### src/rtl/cpu_ctrl_pkg.sv
// Shared definitions for the LEGv8 multi-cycle control sequencer.
//   state_t        : sequencer state encoding
//   instr_class_t  : instruction class latched at fetch
//   OP_*           : LEGv8 opcode constants (wildcard groups held as prefixes)
//   ALUSRC_*/ALUOP_*: ALU operand-select and operation encodings, also
//                    consumed by the ALU control block
//   alu_ctrl_for() : ALUSrc/ALUOp pair for a given instruction class
package cpu_ctrl_pkg;

    typedef enum logic [2:0] {
        ST_IDLE   = 3'd0,
        ST_FETCH  = 3'd1,
        ST_DECODE = 3'd2,
        ST_EXEC   = 3'd3,
        ST_MEM    = 3'd4,
        ST_WB     = 3'd5,
        ST_HALT   = 3'd6,
        ST_FAULT  = 3'd7
    } state_t;

    typedef enum logic [3:0] {
        CLS_NOP     = 4'd0,
        CLS_R       = 4'd1,
        CLS_I       = 4'd2,
        CLS_LD      = 4'd3,
        CLS_ST      = 4'd4,
        CLS_CBZ     = 4'd5,
        CLS_CBNZ    = 4'd6,
        CLS_UB      = 4'd7,
        CLS_HALT    = 4'd8,
        CLS_ILLEGAL = 4'd9
    } instr_class_t;

    // Fully specified opcodes.
    localparam logic [10:0] OP_ADD  = 11'b10001011000;
    localparam logic [10:0] OP_SUB  = 11'b11001011000;
    localparam logic [10:0] OP_AND  = 11'b10001010000;
    localparam logic [10:0] OP_ORR  = 11'b10101010000;
    localparam logic [10:0] OP_LDUR = 11'b11111000010;
    localparam logic [10:0] OP_STUR = 11'b11111000000;

    // Opcodes whose low bits are part of the immediate: only the prefix
    // is significant.
    localparam logic [9:0]  OP_ADDI_HI = 10'b1001000100;   // opcode[10:1]
    localparam logic [7:0]  OP_CBZ_HI  = 8'b10110100;      // opcode[10:3]
    localparam logic [7:0]  OP_CBNZ_HI = 8'b10110101;      // opcode[10:3]
    localparam logic [5:0]  OP_B_HI    = 6'b000101;        // opcode[10:5]

    localparam logic [1:0] ALUSRC_REG   = 2'b00;  // register operand
    localparam logic [1:0] ALUSRC_SEXT  = 2'b01;  // signExtInstr
    localparam logic [1:0] ALUSRC_IMM12 = 2'b10;  // Instruction[21:10]

    localparam logic [1:0] ALUOP_ADD    = 2'b00;
    localparam logic [1:0] ALUOP_PASSB  = 2'b01;  // CB-type: pass operand B
    localparam logic [1:0] ALUOP_FUNCT  = 2'b10;  // R-type funct decode

    typedef struct packed {
        logic [1:0] alu_src;
        logic [1:0] alu_op;
    } alu_ctrl_t;

    function automatic alu_ctrl_t alu_ctrl_for(input instr_class_t cls);
        alu_ctrl_t c;
        c.alu_src = ALUSRC_REG;
        c.alu_op  = ALUOP_ADD;
        case (cls)
            CLS_R: begin
                c.alu_src = ALUSRC_REG;
                c.alu_op  = ALUOP_FUNCT;
            end
            CLS_I: begin
                c.alu_src = ALUSRC_IMM12;
                c.alu_op  = ALUOP_FUNCT;
            end
            CLS_LD, CLS_ST: begin
                c.alu_src = ALUSRC_SEXT;
                c.alu_op  = ALUOP_ADD;
            end
            CLS_CBZ, CLS_CBNZ: begin
                c.alu_src = ALUSRC_REG;
                c.alu_op  = ALUOP_PASSB;
            end
            default: ;
        endcase
        return c;
    endfunction

endpackage

### src/rtl/instr_class_decode.sv
// Combinational opcode classifier.
//   opcode : Instruction[31:21]
//   cls    : instruction class; CLS_ILLEGAL for anything unrecognised.
// The halt opcode is checked first so it wins over any overlapping group.
module instr_class_decode
    import cpu_ctrl_pkg::*;
#(
    parameter logic [10:0] HALT_OPCODE = 11'b11111111111
) (
    input  logic [10:0]  opcode,
    output instr_class_t cls
);

    always_comb begin
        cls = CLS_ILLEGAL;
        if (opcode == HALT_OPCODE) begin
            cls = CLS_HALT;
        end else if (opcode == OP_ADD || opcode == OP_SUB ||
                     opcode == OP_AND || opcode == OP_ORR) begin
            cls = CLS_R;
        end else if (opcode[10:1] == OP_ADDI_HI) begin
            cls = CLS_I;
        end else if (opcode == OP_LDUR) begin
            cls = CLS_LD;
        end else if (opcode == OP_STUR) begin
            cls = CLS_ST;
        end else if (opcode[10:3] == OP_CBZ_HI) begin
            cls = CLS_CBZ;
        end else if (opcode[10:3] == OP_CBNZ_HI) begin
            cls = CLS_CBNZ;
        end else if (opcode[10:5] == OP_B_HI) begin
            cls = CLS_UB;
        end
    end

endmodule

### src/rtl/multicycle_control.sv
// Multi-cycle control sequencer for the LEGv8 core.
// Steps each instruction through FETCH, DECODE, EXEC, MEM and WB and drives
// the datapath controls as a Moore decode of (state, latched class).
//   clk, rst      : clock (rising edge), asynchronous active-high reset
//   run           : start request, sampled only in IDLE
//   opcode        : Instruction[31:21], valid with mem_ready in FETCH
//   mem_ready     : memory access completes this cycle
//   mem_req       : memory access request (fetch or data)
//   IRWrite       : load instruction register
//   PCWrite       : update PC
//   ALUSrc, ALUOp : ALU operand select / operation
//   B, BZ, BNZ    : branch-type qualifiers
//   MemRead, MemWrite, MemtoReg, RegWrite : datapath controls
//   busy, halted, fault : sequencer status
//   instr_count   : retired instruction count (wraps)
//
// Memory handshake: mem_req stays high for the whole FETCH or MEM state; the
// access completes in the cycle where mem_ready is sampled high while mem_req
// is high. If MEM_TIMEOUT consecutive request cycles pass without mem_ready
// the sequencer enters FAULT. IRWrite and the store's PCWrite are qualified by
// mem_ready so the IR and PC update exactly once per completed access.
module multicycle_control
    import cpu_ctrl_pkg::*;
#(
    parameter int          COUNT_W     = 32,
    parameter int          MEM_TIMEOUT = 16,
    parameter logic [10:0] HALT_OPCODE = 11'b11111111111
) (
    input  logic               clk,
    input  logic               rst,
    input  logic               run,
    input  logic [10:0]        opcode,
    input  logic               mem_ready,
    output logic               mem_req,
    output logic               IRWrite,
    output logic               PCWrite,
    output logic [1:0]         ALUSrc,
    output logic [1:0]         ALUOp,
    output logic               B,
    output logic               BZ,
    output logic               BNZ,
    output logic               MemRead,
    output logic               MemWrite,
    output logic               MemtoReg,
    output logic               RegWrite,
    output logic               busy,
    output logic               halted,
    output logic               fault,
    output logic [COUNT_W-1:0] instr_count
);

    localparam int TW = $clog2(MEM_TIMEOUT + 1);

    state_t       state;
    state_t       state_next;
    instr_class_t cls;
    instr_class_t dec_cls;
    logic [TW-1:0] tcnt;
    logic [TW-1:0] tcnt_next;
    logic          retire;
    logic          timeout;
    alu_ctrl_t     alu;

    instr_class_decode #(
        .HALT_OPCODE(HALT_OPCODE)
    ) u_decode (
        .opcode(opcode),
        .cls   (dec_cls)
    );

    assign alu = alu_ctrl_for(cls);

    // The counter holds the number of request cycles already spent without
    // mem_ready; the current cycle is the last allowed one when it reaches
    // MEM_TIMEOUT-1.
    assign timeout = (tcnt == TW'(MEM_TIMEOUT - 1));

    // State register, latched class, timeout counter and retire counter.
    always_ff @(posedge clk or posedge rst) begin
        if (rst) begin
            state       <= ST_IDLE;
            cls         <= CLS_NOP;
            tcnt        <= '0;
            instr_count <= '0;
        end else begin
            state <= state_next;
            tcnt  <= tcnt_next;
            if (state == ST_FETCH && mem_ready) begin
                cls <= dec_cls;
            end
            if (retire) begin
                instr_count <= instr_count + COUNT_W'(1);
            end
        end
    end

    // Next-state logic.
    always_comb begin
        state_next = state;
        retire     = 1'b0;
        case (state)
            ST_IDLE: begin
                if (run) state_next = ST_FETCH;
            end
            ST_FETCH: begin
                if (mem_ready)    state_next = ST_DECODE;
                else if (timeout) state_next = ST_FAULT;
            end
            ST_DECODE: begin
                case (cls)
                    CLS_HALT:             state_next = ST_HALT;
                    CLS_ILLEGAL, CLS_NOP: state_next = ST_FAULT;
                    default:              state_next = ST_EXEC;
                endcase
            end
            ST_EXEC: begin
                case (cls)
                    CLS_CBZ, CLS_CBNZ, CLS_UB: begin
                        state_next = ST_FETCH;
                        retire     = 1'b1;
                    end
                    CLS_LD, CLS_ST: state_next = ST_MEM;
                    default:        state_next = ST_WB;
                endcase
            end
            ST_MEM: begin
                if (mem_ready) begin
                    if (cls == CLS_ST) begin
                        state_next = ST_FETCH;
                        retire     = 1'b1;
                    end else begin
                        state_next = ST_WB;
                    end
                end else if (timeout) begin
                    state_next = ST_FAULT;
                end
            end
            ST_WB: begin
                state_next = ST_FETCH;
                retire     = 1'b1;
            end
            ST_HALT:  state_next = ST_HALT;
            ST_FAULT: state_next = ST_FAULT;
            default:  state_next = ST_IDLE;
        endcase

        // Cleared on any state entry and on every completed access.
        if (state_next != state || mem_ready) begin
            tcnt_next = '0;
        end else if (state == ST_FETCH || state == ST_MEM) begin
            tcnt_next = tcnt + TW'(1);
        end else begin
            tcnt_next = '0;
        end
    end

    // Output decode.
    always_comb begin
        mem_req  = 1'b0;
        IRWrite  = 1'b0;
        PCWrite  = 1'b0;
        ALUSrc   = ALUSRC_REG;
        ALUOp    = ALUOP_ADD;
        B        = 1'b0;
        BZ       = 1'b0;
        BNZ      = 1'b0;
        MemRead  = 1'b0;
        MemWrite = 1'b0;
        MemtoReg = 1'b0;
        RegWrite = 1'b0;
        busy     = 1'b0;
        halted   = 1'b0;
        fault    = 1'b0;
        case (state)
            ST_FETCH: begin
                busy    = 1'b1;
                mem_req = 1'b1;
                MemRead = 1'b1;
                IRWrite = mem_ready;
            end
            ST_DECODE: begin
                busy = 1'b1;
            end
            ST_EXEC: begin
                busy   = 1'b1;
                ALUSrc = alu.alu_src;
                ALUOp  = alu.alu_op;
                case (cls)
                    CLS_CBZ: begin
                        BZ      = 1'b1;
                        PCWrite = 1'b1;
                    end
                    CLS_CBNZ: begin
                        BNZ     = 1'b1;
                        PCWrite = 1'b1;
                    end
                    CLS_UB: begin
                        B       = 1'b1;
                        PCWrite = 1'b1;
                    end
                    default: ;
                endcase
            end
            ST_MEM: begin
                busy     = 1'b1;
                ALUSrc   = alu.alu_src;
                ALUOp    = alu.alu_op;
                mem_req  = 1'b1;
                MemRead  = (cls == CLS_LD);
                MemWrite = (cls == CLS_ST);
                PCWrite  = (cls == CLS_ST) && mem_ready;
            end
            ST_WB: begin
                busy     = 1'b1;
                ALUSrc   = alu.alu_src;
                ALUOp    = alu.alu_op;
                RegWrite = 1'b1;
                PCWrite  = 1'b1;
                MemtoReg = (cls == CLS_LD);
            end
            ST_HALT:  halted = 1'b1;
            ST_FAULT: fault  = 1'b1;
            default: ;
        endcase
    end

endmodule
### config.mk
export PLATFORM = sky130hd
export DESIGN_NAME = multicycle_control
export DESIGN_NICKNAME = d
export VERILOG_FILES = /design/src/rtl/cpu_ctrl_pkg.sv /design/src/rtl/instr_class_decode.sv /design/src/rtl/multicycle_control.sv
export SDC_FILE = /design/constraint.sdc
export NUM_CORES = 1
export LEC_CHECK = 0
export CAP_MARGIN = 0
export CORE_MARGIN = 1
export CORE_UTILIZATION = 53
export CTS_CLUSTER_SIZE = 28
export DETAILED_ROUTE_END_ITERATION = 10
export PLACE_DENSITY_LB_ADDON = 0.1
export SYNTH_ARGS = -nofsm -noshare
export SYNTH_HDL_FRONTEND = slang
export SYNTH_SLANG_ARGS = --single-unit
export TNS_END_PERCENT = 30
### constraint.sdc
create_clock -name clk -period 3.5 [get_ports clk]
set_input_delay 0.875 -clock clk [delete_from_list [all_inputs] [get_ports clk]]
set_output_delay 0.875 -clock clk [all_outputs]
set_load 0.01 [all_outputs]
### Word level (Yosys, flattened, before mapping)

Index checks and enable logic that the tools add are counted.

* output and inout port bits: 49
* register bits after elaboration: 44
* word-level logic and storage cells: 92
* input bits: 15

* equality and inequality tests: 29
* reductions and logical operators: 16
* muxes and demuxes: 41
* add/sub/neg operators: 2

Operators with widths (count)
* $eq 11x11->1 const B: 7
* $add 32x1->32 const B: 1
* $mux 4: 8
* $pmux 3 s8: 1
* $mux 1: 17
* $eq 4x3->1 const B: 4
* $eq 8x8->1 const B: 2
* $pmux 4 s4: 1
* $mux 3: 5
* $eq 3x3->1 const B: 4
* $pmux 3 s2: 2
* $eq 10x10->1 const B: 1
* $mux 5: 2
* $eq 4x2->1 const B: 2
* $eq 4x4->1 const B: 2
* $reduce_or 2->1: 4
* $eq 3x2->1 const B: 2
* $eq 6x3->1 const B: 1
* $pmux 1 s3: 2
* $reduce_or 3->1: 2
* $add 5x1->5 const B: 1
* $eq 5x4->1 const B: 1
* $logic_or 1x1->1: 5
* $reduce_or 5->1: 1
* other kinds (8): 10

### Longest topological paths before layout

Gate-level depths: netlist (run 1).

* depth after elaboration: 9
* gate-level depth with buffers: 7

### Hierarchy

From an unflattened synthesis (run 1), not the netlist that was laid out.

* cells, all modules: 261
* area, all modules: 2544.9 um^2

Modules (own cells, without submodules)
* multicycle_control: area an instance 2357.3 um^2, seq. area each 1101.1 um^2, cells each 235, instances 1
* instr_class_decode: area an instance 187.7 um^2, seq. area each 0.0 um^2, cells each 26, instances 1

### Least setup slack after synthesis (run 1)

Ideal clock, no wire load.

* kind: reg-to-output
* start: register cls[3]
* end: output MemRead
* arrival: 1304 ps
* slack: 1321 ps
* cell stages (with the launch flop): 4
* required time: 2625 ps
* cells stage by stage: dfrtp_1 buf_2 or4_1 a21oi_1

* word-level cells in the longest chain between the ends: 2

Ends and longest elaborated chain
* start: declaration: RTL line multicycle_control.sv:56 `instr_class_t cls;`
* start signal: assignment: RTL line multicycle_control.sv:89 `cls <= dec_cls;`
* $eq 4x2->1: RTL line multicycle_control.sv:209 `MemRead = (cls == CLS_LD);`
* $pmux 1 s2: RTL line multicycle_control.sv:174 `case (state)`
* end: declaration: RTL line multicycle_control.sv:42 `output logic MemRead,`

Every way passes these cells.

### Worst setup path after layout (run 1)

* start: input mem_ready
* end: output PCWrite

* word-level cells in the longest chain between the ends: 2

Ends and longest elaborated chain
* start: declaration: RTL line multicycle_control.sv:33 `input logic mem_ready,`
* $logic_and 1x1->1: RTL line multicycle_control.sv:211 `PCWrite = (cls == CLS_ST) && mem_ready;`
* $pmux 1 s3: RTL line multicycle_control.sv:174
* end: declaration: RTL line multicycle_control.sv:36 `output logic PCWrite,`

Every way passes these cells.

==> summary.md, run 1 <==
| Metric | Value |
|---|---|
| Most instantiated flip-flop cell in the synthesis netlist | `sky130_fd_sc_hd__dfrtp_1` |
| CP arrival | `2.34 ns` |
| Routed length per instance | `14.8 um` |
| Critical register-to-register path endpoint | `instr_count[22]` |
| Achievable clock frequency | `311 MHz` |
| Vias in the first global route | `2017` |
| Count of pins on the block boundary | `64` |
| Kind of cell with the highest combined delay on the critical path | `buffers and inverters` |
| Most numerous cell on the critical path | `sky130_fd_sc_hd__clkdlybuf4s50_1` |
| Remaining antenna violation count after routing | `0` |
| Proportion of synthesized flip-flops having asynchronous set or reset | `100%` |
| TritonCTS clock tree | `built` |
| Top cell type's share of synthesized area | `43.1%` |
| Floorplan die width | `slightly above 70 um` |
| Clock transition at the registers of the reported paths | `~0.08 ns` |
| Pwr dens | `512 nW/um^2` |
| Final min period | `between 3 and 4 ns` |
| Number of standard cells after synthesis | `259` |
| Routed wire length | `5520 um` |
| Full die area | `5110 sq um` |
| Least-Margin Pin Slew | `0.514 ns` |
| Final Hold Vio Count | `0` |
| Core Region | `about 4500 sq um` |
| Number of synthesized register bits | `44` |
| Fraction of the core area covered by cells at the end of the flow | `74.4%` |
| Clock Tree Root | `sky130_fd_sc_hd__clkbuf_8` |
| Depth of the worst register-to-register path | `5` |
| Largest net degree at the start of global routing | `45` |
| RSZ-0062 raised after global routing | `false` |
| Number of nets in the layout | `340` |
| Critical path origin | `mem_ready` |
| Share of synthesized area occupied by flip-flops and latches | `43.1%` |
| H-tree levels | `2` |
| Max-cap violations | `0` |
| Total Routing Usage GR | `23.2%` |
| Post-DR vias/cell | `5.88` |
| Maximum ir drop on the vdd rail | `0.000505 V` |
| Antenna violations before repair | `0` |
| First-pass iteration count of the detailed router | `4` |
| Cell depth of the worst setup path | `4` |
| Final worst-path cycle share | `between 90% and 100%` |
| Top cells by area in the synthesized netlist | `sky130_fd_sc_hd__dfrtp_1 (43%), sky130_fd_sc_hd__xnor2_1 (7.2%), sky130_fd_sc_hd__xor2_1 (4.5%)` |
| Cell area after synthesis | `2560 sq um` |
| First DRT Iteration DRCs | `132` |
| Final clock skew | `0.00746 ns` |
| Required time of the critical path | `2.62 ns` |
| Total via count in the routed design | `2200` |
| Starting density of the core | `56.8%` |
| Setup violators final | `0` |
| Commonest cells in the synthesized netlist | `sky130_fd_sc_hd__dfrtp_1 (44), sky130_fd_sc_hd__nor2_1 (24), sky130_fd_sc_hd__xnor2_1 (21), sky130_fd_sc_hd__nand2_1 (17)` |
| Antenna diode count | `0` |
| Post-CTS Setup Repair Bufs | `0` |
| Last weighted congestion value of the routability-driven placer | `between 0.9 and 1` |
| Hold buffers post-CTS | `0` |
| TritonCTS sink count | `44` |
| DRC viols | `0` |
| Startpoint Class | `input pin` |
| Maximum root-to-sink buffer count | `2` |
| Detailed placer's ending HPWL | `about 4000 um` |
| Clock buffer count from CTS | `5` |
| Post-synthesis cell type with the largest combined area | `sky130_fd_sc_hd__dfrtp_1` |
| Total leakage power | `1.39 nW` |
| Maximum fanout along the worst path | `7` |
| Rel. slew slack | `64.8%` |
| Total count of max-transition violations in the final report | `0` |
| Net count after synthesis | `277` |
| Clock latency on the worst-skew pair | `0.30 ns` |
| Master of the slowest instance on the critical path | `sky130_fd_sc_hd__clkdlybuf4s50_1` |
| Worst Hold Class | `reg -> reg` |
| Wire length of the first global-routing pass | `approximately 9400 um` |
| Launching point of the worst reg2reg path | `state[1]` |
| Area added between synthesis and finish | `31.0%` |
| Synth Warn # | `0` |
| Number of enable flip-flop cells after synthesis | `0` |
| Critical path class | `in -> out` |
| Result of the run | `completed` |
| Buffers on Ports | `63` |
| Post-Synthesis Mean Instance Area | `9.87 sq um` |
| Most frequent cell after synthesis | `sky130_fd_sc_hd__dfrtp_1` |
| Cts repair resizes | `0` |
| Worst Setup End Kind | `primary output` |
| Total Negative Setup Slacks | `0 ns` |
| Number of different library cells in the post-synthesis netlist | `58` |
| Die Span Y | `71.5 um` |
| Reg-to-reg slack, setup | `1.50 ns` |
| Standard-cell row count | `24` |
| Worst-path cell chain | `clkdlybuf4s50_1, a31oi_2, nand2_2, clkdlybuf4s50_1` |
| Global route total overflow | `0` |
| Endpoint of the worst setup timing path | `PCWrite` |
| Delay of the slowest critical-path stage | `0.61 ns` |
| Layout cells sized above 1 | `10.2%` |
| Count of buffering cells on the critical path with inverters included | `2` |
cell families (layout without fill, tap and decap cells):
kind of cell / Yosys count / in the layout / share of synthesized area, %
DFF: 44 / 44 / 43.1
and+or+nand+nor: 121 / 121 / 29.8
xor gates and xnor gates: 34 / 34 / 11.6
AOI/OAI and AO/OA: 33 / 33 / 9.39
buffers and inverters: 22 / 85 / 3.77
adders and majority gates: 3 / 3 / 1.47
muxes: 2 / 2 / 0.832
metal layers:
layer | GRT usage, % | part of all wire [%] | vias up
met5 | 0 | 0 | -
met4 | 8.06 | 1.6 | 0
met3 | 4.50 | 5.1 | 8
met2 | 36.5 | 48 | 72
met1 | 32.5 | 46 | 1068
li1 | - | - | 1052
worst min path at each step:
stage,from,endpoint,slack (ns),cells after the start
6_report,instr_count[31],instr_count[31],0.46,1
2_1_floorplan,tcnt[0],tcnt[0],0.43,1
5_1_grt,instr_count[31],instr_count[31],0.49,1
3_5_place_dp,instr_count[31],instr_count[31],0.46,1
4_1_cts,instr_count[31],instr_count[31],0.47,1
3_3_place_gp,tcnt[0],tcnt[0],0.45,1
worst reg2reg max path: stages (launching register included):
cell	delay, ns
sky130_fd_sc_hd__dfrtp_1	0.63
sky130_fd_sc_hd__and3b_1	0.31
sky130_fd_sc_hd__a31o_2	0.27
sky130_fd_sc_hd__o21ai_2	0.38
sky130_fd_sc_hd__nor3_1	0.12
sky130_fd_sc_hd__xor2_1	0.16
metrics by stage:
step / instance area (sq um) / power, mW / setup WS (ns) / instances / hold WS, ns
2_1_floorplan: 2560 / 1.02 / 1.32 / 259 / 0.433
3_3_place_gp: 3220 / 1.26 / 0.315 / 367 / 0.447
3_5_place_dp: 3220 / 1.27 / 0.293 / 367 / 0.463
4_1_cts: 3350 / 1.72 / 0.289 / 374 / 0.474
5_1_grt: 3350 / 1.80 / 0.157 / 374 / 0.485
6_report: 3350 / 1.71 / 0.282 / 374 / 0.464
power breakdown:
part | switching (mW) | internal, mW | leakage (nW)
logic | 0.269 | 0.291 | 0.759
clock network | 0.165 | 0.281 | 0.0642
registers | 0.135 | 0.573 | 0.563
total | 0.569 | 1.15 | 1.39
sequential cells by signal, indices dropped and copies added (netlist names):
signal / cells
cls: 4
instr_count: 32
state: 3
tcnt: 5
cell type report:
type / instances / area (sq um)
flip-flops and latches: 44 / 1100
clock inverters: 2 / 60.1
inverters: 13 / 48.8
clock buffers: 5 / 68.8
fillers: 344 / 1150
multi-input cells: 193 / 1360
repair buffers: 65 / 646
well taps: 52 / 65.1
cell usage in the layout, fill, tap and decap left out, types with 3 or more instances in the layout:
| cell type | Yosys | routed |
|---|---|---|
| sky130_fd_sc_hd__clkbuf_8 | 0 | 5 |
| sky130_fd_sc_hd__nand4_1 | 10 | 10 |
| sky130_fd_sc_hd__nor4b_1 | 3 | 3 |
| sky130_fd_sc_hd__nand2b_1 | 3 | 3 |
| sky130_fd_sc_hd__a21oi_1 | 12 | 12 |
| sky130_fd_sc_hd__dfrtp_1 | 44 | 44 |
| sky130_fd_sc_hd__xnor2_1 | 21 | 21 |
| sky130_fd_sc_hd__inv_1 | 12 | 11 |
| sky130_fd_sc_hd__ha_1 | 3 | 3 |
| sky130_fd_sc_hd__nand2_1 | 17 | 17 |
| sky130_fd_sc_hd__nand3_1 | 13 | 13 |
| sky130_fd_sc_hd__nor2_1 | 24 | 24 |
| sky130_fd_sc_hd__and3_1 | 9 | 9 |
| sky130_fd_sc_hd__and4_1 | 3 | 3 |
| sky130_fd_sc_hd__nor4_2 | 7 | 7 |
| sky130_fd_sc_hd__xor2_1 | 13 | 13 |
| sky130_fd_sc_hd__clkdlybuf4s50_1 | 0 | 63 |
| sky130_fd_sc_hd__nand3b_1 | 3 | 3 |
| sky130_fd_sc_hd__nor3_1 | 7 | 7 |
Note: power is estimated with default switching activity, not from simulation.
==> run 2, diff against run 1 <==
CORE_MARGIN = unset   (was 1)
CORE_UTILIZATION = 49   (was 53)
clock period = 3 ns   (was 3.5 ns; I/O delays follow)
==> summary.md, run 2 (same netlist as run 1, synthesis figures left out) <==
| Metric | Value |
|---|---|
| Result of the run | `completed` |
| Die Span Y | `74.2 um (+3.9%)` |
| Setup violators final | `0 (unchanged)` |
| Most flop-heavy register | `instr_count` |
| Core Region | `4880 sq um (+8.3%)` |
| Largest net degree at the start of global routing | `26 (-42%)` |
| Number of nets in the layout | `347 (+2.1%)` |
| Total via count in the routed design | `2171 (-1.3%)` |
| Remaining antenna violation count after routing | `0 (unchanged)` |
| Total Routing Usage GR | `21.4% (-1.9 points)` |
| Buffers on Ports | `63 (unchanged)` |
| Total count of max-transition violations in the final report | `0 (unchanged)` |
| Clock latency on the worst-skew pair | `0.29 ns (about the same)` |
| Final min period | `2.93 ns` |
| Final worst-path cycle share | `a little over nine tenths` |
| Clock buffer count from CTS | `5 (unchanged)` |
| Max FFs per register | `32 (unchanged)` |
| Final Hold Vio Count | `0 (unchanged)` |
| Area added between synthesis and finish | `33.4%` |
| # fillers | `401 (+17%)` |
| DRC viols | `0 (unchanged)` |
| Least-Margin Pin Slew | `0.877 ns (+0.363 ns)` |
| Count of pins on the block boundary | `64 (unchanged)` |
| Placed cell area | `3280 sq um (+1.7%)` |
| Achievable clock frequency | `342 MHz` |
| Detailed placer's ending HPWL | `4110 um (+3.1%)` |
| Starting density of the core | `52.4% (-4.4 points)` |
| Largest registers | `instr_count x32, tcnt x5, cls x4` |
| Maximum root-to-sink buffer count | `2 (unchanged)` |
| Pwr Total | `1.98 mW (+15%)` |
| Required time of the critical path | `2.25 ns (-0.37 ns)` |
| First-pass iteration count of the detailed router | `4 (unchanged)` |
| Antenna diode count | `0 (unchanged)` |
| Total leakage power | `1.43 nW (+3.0%)` |
| Wire length of the first global-routing pass | `9050 um (-4.2%)` |
| Hold buffers post-CTS | `0 (unchanged)` |
| Floorplan die width | `74.2 um (+3.9%)` |
| Antenna violations before repair | `0 (unchanged)` |
| Vias in the first global route | `1982 (-1.7%)` |
| Register cell area after layout | `1100 sq um (+0.11%)` |
| Post-DR vias/cell | `5.47 (-7.0%)` |
| Rel. slew slack | `41.2% (-24 points)` |
| Most frequent cells in the layout | `sky130_fd_sc_hd__clkdlybuf4s50_1 (62), sky130_fd_sc_hd__dfrtp_1 (43), sky130_fd_sc_hd__nor2_1 (24)` |
| Final clock skew | `0.00594 ns (-0.00152 ns)` |
| Fin worst setup slack | `0.0744 ns (-0.208 ns)` |
| Pwr dens | `579 nW/um^2 (+13%)` |
| Layout cells sized above 1 | `13.0% (+2.8 points)` |
| Critical path class | `reg -> out` |
| Clock transition at the registers of the reported paths | `0.08 ns (about the same)` |
| Clock Tree Root | `sky130_fd_sc_hd__clkbuf_8` |
| CP arrival | `2.18 ns (-0.16 ns)` |
| Routed length per instance | `13.9 um (-5.6%)` |
| Non-Filler Cell Area, Final | `3410 sq um (+1.9%)` |
| Startpoint Class | `flip-flop` |
| Routed wire length | `5540 um (+0.24%)` |
| Worst Setup End Kind | `primary output` |
| Worst slack, placed | `0.187 ns (-0.106 ns)` |
| Worst Hold Class | `reg -> reg` |
| Last weighted congestion value of the routability-driven placer | `0.888 (-2.0%)` |
| TritonCTS sink count | `44 (unchanged)` |
| First DRT Iteration DRCs | `93 (-30%)` |
| TritonCTS clock tree | `built` |
| Standard-cell row count | `25 (+4.2%)` |
| H-tree levels | `2 (unchanged)` |
| Maximum fanout along the worst path | `15 (+8)` |
| Maximum ir drop on the vdd rail | `0.000536 V (+6.2%)` |
| Most common cell after layout, fill and taps aside | `sky130_fd_sc_hd__clkdlybuf4s50_1` |
| Max-cap violations | `0 (unchanged)` |
| Full die area | `5510 sq um (+7.9%)` |
| Global route total overflow | `0 (unchanged)` |
| Multi-input gate area | `1370 sq um (+0.64%)` |
==> run 2: critical path, stage by stage (launching register included) <==
cell and delay [ns]:
sky130_fd_sc_hd__dfrtp_2 0.50, sky130_fd_sc_hd__nand3b_1 0.25, sky130_fd_sc_hd__buf_4 0.17, sky130_fd_sc_hd__or3_4 0.36, sky130_fd_sc_hd__nand2_2 0.09, sky130_fd_sc_hd__clkdlybuf4s50_1 0.53
==> run 2: cell type report <==
cell class	instances	area share, %
multi-input cells	193	40.1
flip-flops and latches	44	32.3
repair buffers	72	20.5
well taps	67	2.46
clock buffers	6	2.13
inverters	13	1.43
clock inverters	2	1.03
==> run 2: through the flow <==
step                      utilization [%]  std cells  setup TNS [ns]  hold WS [ns]
final                                69.9        397               0         0.459
after global routing                 69.9        397         -0.0387         0.477
after CTS                            69.4        395               0         0.464
after detailed placement             67.2        387               0         0.453
after global placement               67.2        387               0         0.447
after floorplan                         -        259               0         0.433
==> run 2: final timing paths <==
check | startpoint | to | slack [ns] | cells past startpoint
max in group asynchronous | rst | state[2] | 1.55 | 3
worst max-delay path | state[2] | PCWrite | 0.07 | 5
worst min register to register | tcnt[0] | tcnt[0] | 0.46 | 1
min in group asynchronous | rst | instr_count[23] | 0.84 | 2
worst min-delay path | tcnt[0] | tcnt[0] | 0.46 | 1
worst max register to register | state[2] | instr_count[1] | 1.04 | 6
==> run 2: repair_timing <==
action / CTS / global route
buffers inserted: 0 / 2
gates resized for setup: 1 / 3
pin swaps: 0 / 0
endpoints found under the setup margin: 3 / 2
gates cloned: 0 / 0
==> run 2: metal layers <==
metal / part of all wire, % / vias up / GRT usage (%) / wire length (um)
met4: 0.85 / 0 / 7.13 / 47
met5: 0 / - / 0 / 0
met3: 4.5 / 4 / 3.12 / 248
li1: - / 1067 / - / -
met1: 46 / 1027 / 28.8 / 2550
met2: 49 / 73 / 35.5 / 2690
==> run 2: power by group <==
| part | internal [mW] | total (mW) | switching [mW] | leakage [nW] |
|---|---|---|---|---|
| Combinational | 0.382 | 0.733 | 0.351 | 0.811 |
| Clock | 0.247 | 0.440 | 0.193 | 0.0552 |
| Sequential | 0.671 | 0.804 | 0.133 | 0.562 |
| Total | 1.30 | 1.98 | 0.676 | 1.43 |
